$ cat src/rtl/programmable_tick_timer_if.sv
// rtl/programmable_tick_timer_if.sv - control/status bundle of the programmable tick timer
interface programmable_tick_timer_if #(
  parameter int WIDTH     = 24,
  parameter int CNT_WIDTH = 16
);
  logic                 i_start;
  logic                 i_stop;
  logic                 i_enable;
  logic                 i_mode;
  logic                 i_load;
  logic [WIDTH-1:0]     i_load_value;
  logic                 o_tick;
  logic                 o_done;
  logic                 o_busy;
  logic [WIDTH-1:0]     o_count_out;
  logic [CNT_WIDTH-1:0] o_tick_cnt;

  modport master (
    output i_start, i_stop, i_enable, i_mode, i_load, i_load_value,
    input  o_tick, o_done, o_busy, o_count_out, o_tick_cnt
  );

  modport slave (
    input  i_start, i_stop, i_enable, i_mode, i_load, i_load_value,
    output o_tick, o_done, o_busy, o_count_out, o_tick_cnt
  );
endinterface

$ cat src/rtl/programmable_tick_timer.sv
// rtl/programmable_tick_timer.sv - down-counting tick timer with periodic/one-shot modes
module programmable_tick_timer #(
  parameter int WIDTH          = 24,
  parameter int DEFAULT_PERIOD = 2000000,
  parameter int CNT_WIDTH      = 16
) (
  input  logic                   i_clk,
  input  logic                   i_rst,
  programmable_tick_timer_if.slave io_bus
);

  typedef enum logic [1:0] {
    S_IDLE = 2'd0,
    S_RUN  = 2'd1,
    S_DONE = 2'd2
  } state_t;

  localparam logic [WIDTH-1:0]     L_DEF_PERIOD = WIDTH'(DEFAULT_PERIOD);
  localparam logic [WIDTH-1:0]     L_ONE        = WIDTH'(1);
  localparam logic [CNT_WIDTH-1:0] L_CNT_ONE    = CNT_WIDTH'(1);

  state_t               r_state;
  logic [WIDTH-1:0]     r_period;
  logic [WIDTH-1:0]     r_count;
  logic                 r_tick;
  logic [CNT_WIDTH-1:0] r_tick_cnt;
  logic                 r_mode;

  state_t               w_state_nxt;
  logic [WIDTH-1:0]     w_period_nxt;
  logic [WIDTH-1:0]     w_count_nxt;
  logic                 w_tick_nxt;
  logic [CNT_WIDTH-1:0] w_tick_cnt_nxt;
  logic                 w_mode_nxt;

  // A zero period would never expire, so it is treated as the shortest legal one.
  logic [WIDTH-1:0]     w_load_period;
  // Period to arm with: a load in the same cycle as start/stop takes effect at once.
  logic [WIDTH-1:0]     w_arm_period;

  assign w_load_period = (io_bus.i_load_value == '0) ? L_ONE : io_bus.i_load_value;
  assign w_arm_period  = io_bus.i_load ? w_load_period : r_period;

  // Register all timer state; reset returns to the default period immediately.
  always_ff @(posedge i_clk or posedge i_rst) begin
    if (i_rst) begin
      r_state    <= S_IDLE;
      r_period   <= L_DEF_PERIOD;
      r_count    <= L_DEF_PERIOD - L_ONE;
      r_tick     <= 1'b0;
      r_tick_cnt <= '0;
      r_mode     <= 1'b0;
    end else begin
      r_state    <= w_state_nxt;
      r_period   <= w_period_nxt;
      r_count    <= w_count_nxt;
      r_tick     <= w_tick_nxt;
      r_tick_cnt <= w_tick_cnt_nxt;
      r_mode     <= w_mode_nxt;
    end
  end

  // Next-state logic with stop taking priority over start, start over counting.
  always_comb begin
    w_state_nxt    = r_state;
    w_period_nxt   = w_arm_period;
    w_count_nxt    = r_count;
    w_tick_nxt     = 1'b0;
    w_tick_cnt_nxt = r_tick_cnt;
    w_mode_nxt     = r_mode;

    if (io_bus.i_stop) begin
      w_state_nxt = S_IDLE;
      w_count_nxt = w_arm_period - L_ONE;
    end else if (io_bus.i_start) begin
      w_state_nxt    = S_RUN;
      w_count_nxt    = w_arm_period - L_ONE;
      w_mode_nxt     = io_bus.i_mode;
      w_tick_cnt_nxt = '0;
    end else begin
      case (r_state)
        S_RUN: begin
          if (io_bus.i_enable) begin
            if (r_count == '0) begin
              // Reload from the period in force now; a load this cycle applies next time.
              w_tick_nxt     = 1'b1;
              w_count_nxt    = r_period - L_ONE;
              w_tick_cnt_nxt = r_tick_cnt + L_CNT_ONE;
              if (r_mode) begin
                w_state_nxt = S_DONE;
              end
            end else begin
              w_count_nxt = r_count - L_ONE;
            end
          end
        end
        default: begin
          w_count_nxt = w_arm_period - L_ONE;
        end
      endcase
    end
  end

  assign io_bus.o_tick      = r_tick;
  assign io_bus.o_done      = (r_state == S_DONE);
  assign io_bus.o_busy      = (r_state == S_RUN);
  assign io_bus.o_count_out = r_count;
  assign io_bus.o_tick_cnt  = r_tick_cnt;

endmodule

$ cat src/flat_wrapper.sv
// flat-port wrapper written by rule: the top's interface ports become plain ports
module programmable_tick_timer_flat 
#(
  parameter int WIDTH          = 24,
  parameter int DEFAULT_PERIOD = 2000000,
  parameter int CNT_WIDTH      = 16
)
  (i_clk, i_rst, io_bus_i_start, io_bus_i_stop, io_bus_i_enable, io_bus_i_mode, io_bus_i_load, io_bus_i_load_value, io_bus_o_tick, io_bus_o_done, io_bus_o_busy, io_bus_o_count_out, io_bus_o_tick_cnt);
  programmable_tick_timer_if #(.WIDTH(WIDTH), .CNT_WIDTH(CNT_WIDTH)) io_bus_i ();
  input  logic i_clk;
  input  logic i_rst;
  input wire logic [$bits(io_bus_i.i_start)-1:0] io_bus_i_start;
  input wire logic [$bits(io_bus_i.i_stop)-1:0] io_bus_i_stop;
  input wire logic [$bits(io_bus_i.i_enable)-1:0] io_bus_i_enable;
  input wire logic [$bits(io_bus_i.i_mode)-1:0] io_bus_i_mode;
  input wire logic [$bits(io_bus_i.i_load)-1:0] io_bus_i_load;
  input wire logic [$bits(io_bus_i.i_load_value)-1:0] io_bus_i_load_value;
  output wire logic [$bits(io_bus_i.o_tick)-1:0] io_bus_o_tick;
  output wire logic [$bits(io_bus_i.o_done)-1:0] io_bus_o_done;
  output wire logic [$bits(io_bus_i.o_busy)-1:0] io_bus_o_busy;
  output wire logic [$bits(io_bus_i.o_count_out)-1:0] io_bus_o_count_out;
  output wire logic [$bits(io_bus_i.o_tick_cnt)-1:0] io_bus_o_tick_cnt;
  assign io_bus_i.i_start = io_bus_i_start;
  assign io_bus_i.i_stop = io_bus_i_stop;
  assign io_bus_i.i_enable = io_bus_i_enable;
  assign io_bus_i.i_mode = io_bus_i_mode;
  assign io_bus_i.i_load = io_bus_i_load;
  assign io_bus_i.i_load_value = io_bus_i_load_value;
  assign io_bus_o_tick = io_bus_i.o_tick;
  assign io_bus_o_done = io_bus_i.o_done;
  assign io_bus_o_busy = io_bus_i.o_busy;
  assign io_bus_o_count_out = io_bus_i.o_count_out;
  assign io_bus_o_tick_cnt = io_bus_i.o_tick_cnt;
  programmable_tick_timer #(.WIDTH(WIDTH), .DEFAULT_PERIOD(DEFAULT_PERIOD), .CNT_WIDTH(CNT_WIDTH)) u_core (.i_clk(i_clk), .i_rst(i_rst), .io_bus(io_bus_i));
endmodule
$ cat config.mk
export PLATFORM = sky130hd
export DESIGN_NAME = programmable_tick_timer_flat
export DESIGN_NICKNAME = d
export VERILOG_FILES = /design/src/rtl/programmable_tick_timer_if.sv /design/src/rtl/programmable_tick_timer.sv /design/src/flat_wrapper.sv
export SDC_FILE = /design/constraint.sdc
export NUM_CORES = 1
export LEC_CHECK = 0
export CAP_MARGIN = 10
export CORE_MARGIN = 1.5
export CORE_UTILIZATION = 30
export DETAILED_ROUTE_END_ITERATION = 7
export MAX_ROUTING_LAYER = met4
export SYNTH_ARGS = -nofsm -noshare
export SYNTH_HDL_FRONTEND = slang
export SYNTH_SLANG_ARGS = --single-unit
$ cat constraint.sdc
create_clock -name i_clk -period 4.5 [get_ports i_clk]
set_clock_uncertainty 0.1 [all_clocks]
set_input_delay 0.675 -clock i_clk [delete_from_list [all_inputs] [get_ports i_clk]]
set_output_delay 0.675 -clock i_clk [all_outputs]
set_load 0.01 [all_outputs]
[Yosys cells after proc, flatten, opt, wreduce, memory -nomap -nowiden]
Index checks and enable logic that the tools add are counted.
Operators by class
  reductions and logical operators: 12
  bitwise gates (word level): 1
  mux-type cells: 22
  equality and inequality tests: 3
  $add $sub $neg: 4
Operators with widths (count)
  two-way mux 24 bit: 7
  subtractor 24 x 1 -> 24 bit, second input constant: 3
  two-way mux 16 bit: 4
  zero test 24 bit: 2
  adder 16 x 1 -> 16 bit, second input constant: 1
  two-way mux 2 bit: 6
  nonzero test 3 bit: 4
  AND reduction 4 bit: 2
  nonzero test 2 bit: 3
  two-way mux 1 bit: 5
  inequality test 4 bit, second input constant: 1
  equality test 2 x 1 -> 1 bit, second input constant: 1
  equality test 2 bit, second input constant: 1
  AND reduction 2 bit: 1
  inverter 1 bit: 1
Storage, ports and cells
  bits in registers: 68
  bits of input ports: 31
  word-level logic and storage cells: 48
  output and inout port bits: 43

[Longest topological paths before layout]
Gate-level depths: netlist (run 1).
  depth after elaboration: 7
  gate-level depth with buffers: 16
  gate-level depth less buffers: 12

[Worst setup path before layout (run 1)]
OpenSTA, ideal clock, no wires.
  path kind: reg-to-reg
  start point: reg u_core.r_count[4] (netlist: u_core.io_bus.o_count_out[4])
  end point: reg u_core.r_count[18] (netlist: u_core.io_bus.o_count_out[18])
  period minus slack after synthesis: 3.920 ns
  cell stages (with the launch flop): 17
  path buffers: 4
  arrival: 3.729 ns
  required time: 4.308 ns
  path slack: 0.580 ns
  path through: dfstp_2 buf_2 or4_1 or4_1 buf_2 nor2_4 buf_2 buf_2 a21oi_1 ha_1 or3b_2 nor3_1 o31ai_2 or4_1 nor4_1 a2bb2oi_1 a21oi_1
On the way
  cells in the longest elaborated chain, start to end: 6
  elaborated cells on any way between the ends: 7
RTL lines
  from (decl): RTL line programmable_tick_timer.sv:24  | logic [WIDTH-1:0] r_count;
  from (signal assigned): RTL line programmable_tick_timer.sv:49  | r_count <= L_DEF_PERIOD - L_ONE;
  from (signal assigned): RTL line programmable_tick_timer.sv:56  | r_count <= w_count_nxt;
  subtractor 24 x 1 -> 24 bit or zero test 24 bit (tied branches): RTL line programmable_tick_timer.sv:93, programmable_tick_timer.sv:84
  two-way mux 24 bit *: RTL line programmable_tick_timer.sv:84  | if (r_count == '0) begin
  two-way mux 24 bit *: RTL line programmable_tick_timer.sv:83  | if (io_bus.i_enable) begin
  two-way mux 24 bit *: RTL line programmable_tick_timer.sv:81  | case (r_state)
  two-way mux 24 bit *: RTL line programmable_tick_timer.sv:75  | end else if (io_bus.i_start) begin
  two-way mux 24 bit *: RTL line programmable_tick_timer.sv:72  | if (io_bus.i_stop) begin
Every way passes the cells marked *; elsewhere a longest branch is shown, timed or not. The select of a mux whose other input is x is not followed.
A chain may end at the register's enable or synchronous reset.

[Worst setup path after layout (run 1)]
  start point: reg u_core.r_count[2] (netlist: u_core.io_bus.o_count_out[2])
  end point: reg u_core.r_count[10] (netlist: u_core.io_bus.o_count_out[10])
The elaborated chain is that of the path after synthesis.

==> metrics.txt, run 1 <==
outcome=finished, final reports clean; clock sink count=68; asr flop ratio synth=100%; WP data arrival=4.29 ns; Post-DRT Antenna Nets=0; FF+latch count, synth=68; final core utilization=38.7%; Routed WL=14.7 mm; drt drc=0; fillers=1538; synth top area cells=dfrtp_1, dfstp_2, xnor2_1, nor2_1, nand2_1; die area=16100 um^2; Root Buffer=clkbuf_16; worst hold slack=0.464 ns; synthesized area per cell=8.75 um^2; Critical path origin=u_core.io_bus.o_count_out[2]$_DFFE_PP1P_; setup bufs post-CTS=0; commonest non-fill, non-tap cells in the layout=clkdlybuf4s50_1, nor2_1, dfrtp_1; initial antenna violation count=0; upper clock frequency limit=241 MHz; placed inst area=5520 um^2; Reg clk slew, reported paths=0.06 ns; CTS tree=built; startpoint types=register; max incr delay on CP=0.59 ns; total number of vias=4460; leading area contributor after synthesis=dfrtp_1; I/O Buffers=73; MaxCap Viol Count=0; Post-Syn Nets=559; Die H=127 um; Peak VDD IR=0.194 mV; clock latency at the later pin of the worst-skew pair=0.35 ns; Fin Setup TNS=0 ns; Wirelength per Cell=18.9 um; Top delay family on crit path=simple AND/OR/NAND/NOR gates; GRT Overall Usage=19.3%; Power Dens Cells=328 nW/um^2; CP Class=register to register; DP HPWL=10.8 mm; Final Max Tran Viols=0; Syn Std Cell Area=4590 um^2; worst hold path class=register to register; dpl cells=765; EDFF count, synth=0; Post-CTS Resized=0; CP max FO=8; global placer's final weighted congestion=0.969; Mapped Cells=525; CTS buffer count=9; final global-route overflow total=0; Via density=5.71; Cell Chain, Critical Path=or4_1, or4_1, nor2_4, a21oi_1, ha_1, or3b_2, nor3_1, nand2_1, nor3_1, a21boi_0, nor4_1, a21oi_1; Setup Viol. Count Final=0; # hold bufs at CTS=0; Main synth FF type=dfrtp_1; DR iter-0 viols=416; Final period util=92.2%; CP bufs+invs=0; setup repair after global routing missed its margin=false; worst r2r dst=u_core.io_bus.o_count_out[10]$_DFFE_PP1P_; Crit. End Element=register; H-tree depth=3; vias in the first global route=4312; synthesis warning total=0; drt first pass iters=5; Critical Path Stages=12; Critical Path RT=4.64 ns; critical path endpoint=u_core.io_bus.o_count_out[10]$_DFFE_PP1P_; Worst R2R Start=u_core.io_bus.o_count_out[2]$_DFFE_PP1P_; chip width=127 um; hold path startpoint=u_core.r_mode$_DFFE_PP0P_; Least-Margin Pin Slew=0.824 ns; Max-slew headroom=44.6%; most common cell after layout, fill and taps aside=clkdlybuf4s50_1; Layout Cell Area excl Fill=5840 um^2; sequential area share after synthesis=37.6%; clk buf depth=2; final net count=622; P&R area growth vs syn=27.2%; largest net degree at the start of global routing=44; # rows=45; antenna cells=0; CP max-delay cell=dfstp_2; first-pass GRT wire length=23.6 mm; r2r setup slk=0.35 ns; share of layout cells above drive strength 1=12.6%; post-synth top area share=26.1%; Tmin final=4.15 ns; Core Area=15100 um^2; Non-Filler Instances=781; Pleak=2.19 nW; FF-to-FF path depth=12; Netlist cell types=71; initial core utilization=30.4%; Top Ports=74; endpoints failing hold=0
-- kinds of logic after synthesis --
| kind of cell | share of synthesized area (%) |
|---|---|
| flip-flops | 37.6 |
| XOR/XNOR | 7.05 |
| AO/OA/AOI/OAI | 17.3 |
| AND/OR/NAND/NOR | 26.0 |
| adder cells (fa/ha/maj) | 0.817 |
| buffers and inverters | 4.41 |
| multiplexers | 6.78 |
-- how the worst min path moves through the flow --
stage | endpoint | slack, ns | depth (start not counted)
2_1_floorplan | u_core.r_mode$_DFFE_PP0P_ | 0.40 | 1
3_3_place_gp | u_core.r_mode$_DFFE_PP0P_ | 0.44 | 1
3_5_place_dp | u_core.r_mode$_DFFE_PP0P_ | 0.45 | 1
4_1_cts | u_core.r_mode$_DFFE_PP0P_ | 0.46 | 1
5_1_grt | u_core.r_mode$_DFFE_PP0P_ | 0.49 | 1
6_report | u_core.r_mode$_DFFE_PP0P_ | 0.46 | 1
-- stage by stage --
step	total power, mW	setup WS [ns]
floorplan	0.959	0.580
global placement	1.14	0.516
detailed placement	1.14	0.510
CTS	1.92	0.483
global route	1.99	0.0874
finish	1.91	0.352
-- flip-flops by register name, indices dropped and copies added, names as in the netlist --
| signal | flops |
|---|---|
| u_core.io_bus.o_count_out | 24 |
| u_core.r_period | 24 |
| u_core.io_bus.o_tick | 1 |
| u_core.r_state | 2 |
| u_core.io_bus.o_tick_cnt | 16 |
| u_core.r_mode | 1 |
-- worst register-to-register path, delay by kind of cell (launching register included) --
family,cells,cell delay (ns)
and+or+nand+nor,8,2.67
DFF,1,0.59
AOI/OAI and AO/OA,3,0.45
adders and majority gates,1,0.23
-- report_power, final --
group / leakage (nW) / internal [mW] / switching (mW)
clock network: 0.149 / 0.486 / 0.291
logic: 1.22 / 0.171 / 0.187
registers: 0.814 / 0.684 / 0.0945
total: 2.19 / 1.34 / 0.573
-- routing by layer --
metal / up-vias / track usage, % / share of wire [%]
met5: - / - / 0
li1: 2072 / - / -
met4: 0 / 6.89 / 1.6
met3: 19 / 3.80 / 7.0
met2: 196 / 29.1 / 45
met1: 2173 / 25.8 / 46
-- Yosys cell counts (3+ instances only) --
master / number
or2_2: 4
and3_1: 5
xnor2_1: 25
or3_1: 11
nand2b_1: 5
mux2_2: 13
inv_1: 19
nand4b_1: 3
nor4b_1: 4
nand4_1: 9
o22ai_1: 5
dfrtp_1: 48
nand2_1: 42
mux2i_1: 15
and4_1: 3
clkbuf_1: 21
or4_1: 9
a22oi_1: 7
dfstp_2: 20
nor3_1: 31
nor4_1: 19
nand3_1: 9
a211oi_1: 5
o211ai_1: 10
a21o_1: 4
buf_2: 9
xor2_1: 12
o21ai_0: 16
nor2b_1: 4
a31oi_1: 4
nor2_1: 48
ha_1: 3
a21oi_1: 28
a22o_1: 3
-- area by class of cell --
type                       instances  area [um^2]  share of cell area (%)
inverter                          19         71.3                    1.22
tap                              188          235                    4.03
clock buffer                      10          229                    3.92
sequential                        68         1730                    29.6
clock inverter                     6         88.8                    1.52
timing repair buffer              84          826                    14.1
multi-input combinational        406         2670                    45.6
Note: power is estimated with default switching activity, not from simulation.
==> inputs of run 2 (changes only) <==
--- a/config.mk
+++ b/config.mk
@@ -8,6 +8,7 @@
 export CAP_MARGIN = 10
 export CORE_MARGIN = 1.5
 export CORE_UTILIZATION = 30
+export CTS_CLUSTER_SIZE = 40
 export DETAILED_ROUTE_END_ITERATION = 7
 export MAX_ROUTING_LAYER = met4
 export SYNTH_ARGS = -nofsm -noshare
==> results of run 2 <==
Same layout as run 1: the final DEF is identical, and so are final timing and power.
==> inputs of run 3 (changes only) <==
--- a/config.mk
+++ b/config.mk
@@ -11,6 +11,7 @@
 export CTS_CLUSTER_SIZE = 40
 export DETAILED_ROUTE_END_ITERATION = 7
 export MAX_ROUTING_LAYER = met4
+export SLEW_MARGIN = 5
 export SYNTH_ARGS = -nofsm -noshare
 export SYNTH_HDL_FRONTEND = slang
 export SYNTH_SLANG_ARGS = --single-unit
==> results of run 3 <==
Same layout as run 1: the final DEF is identical, and so are final timing and power.
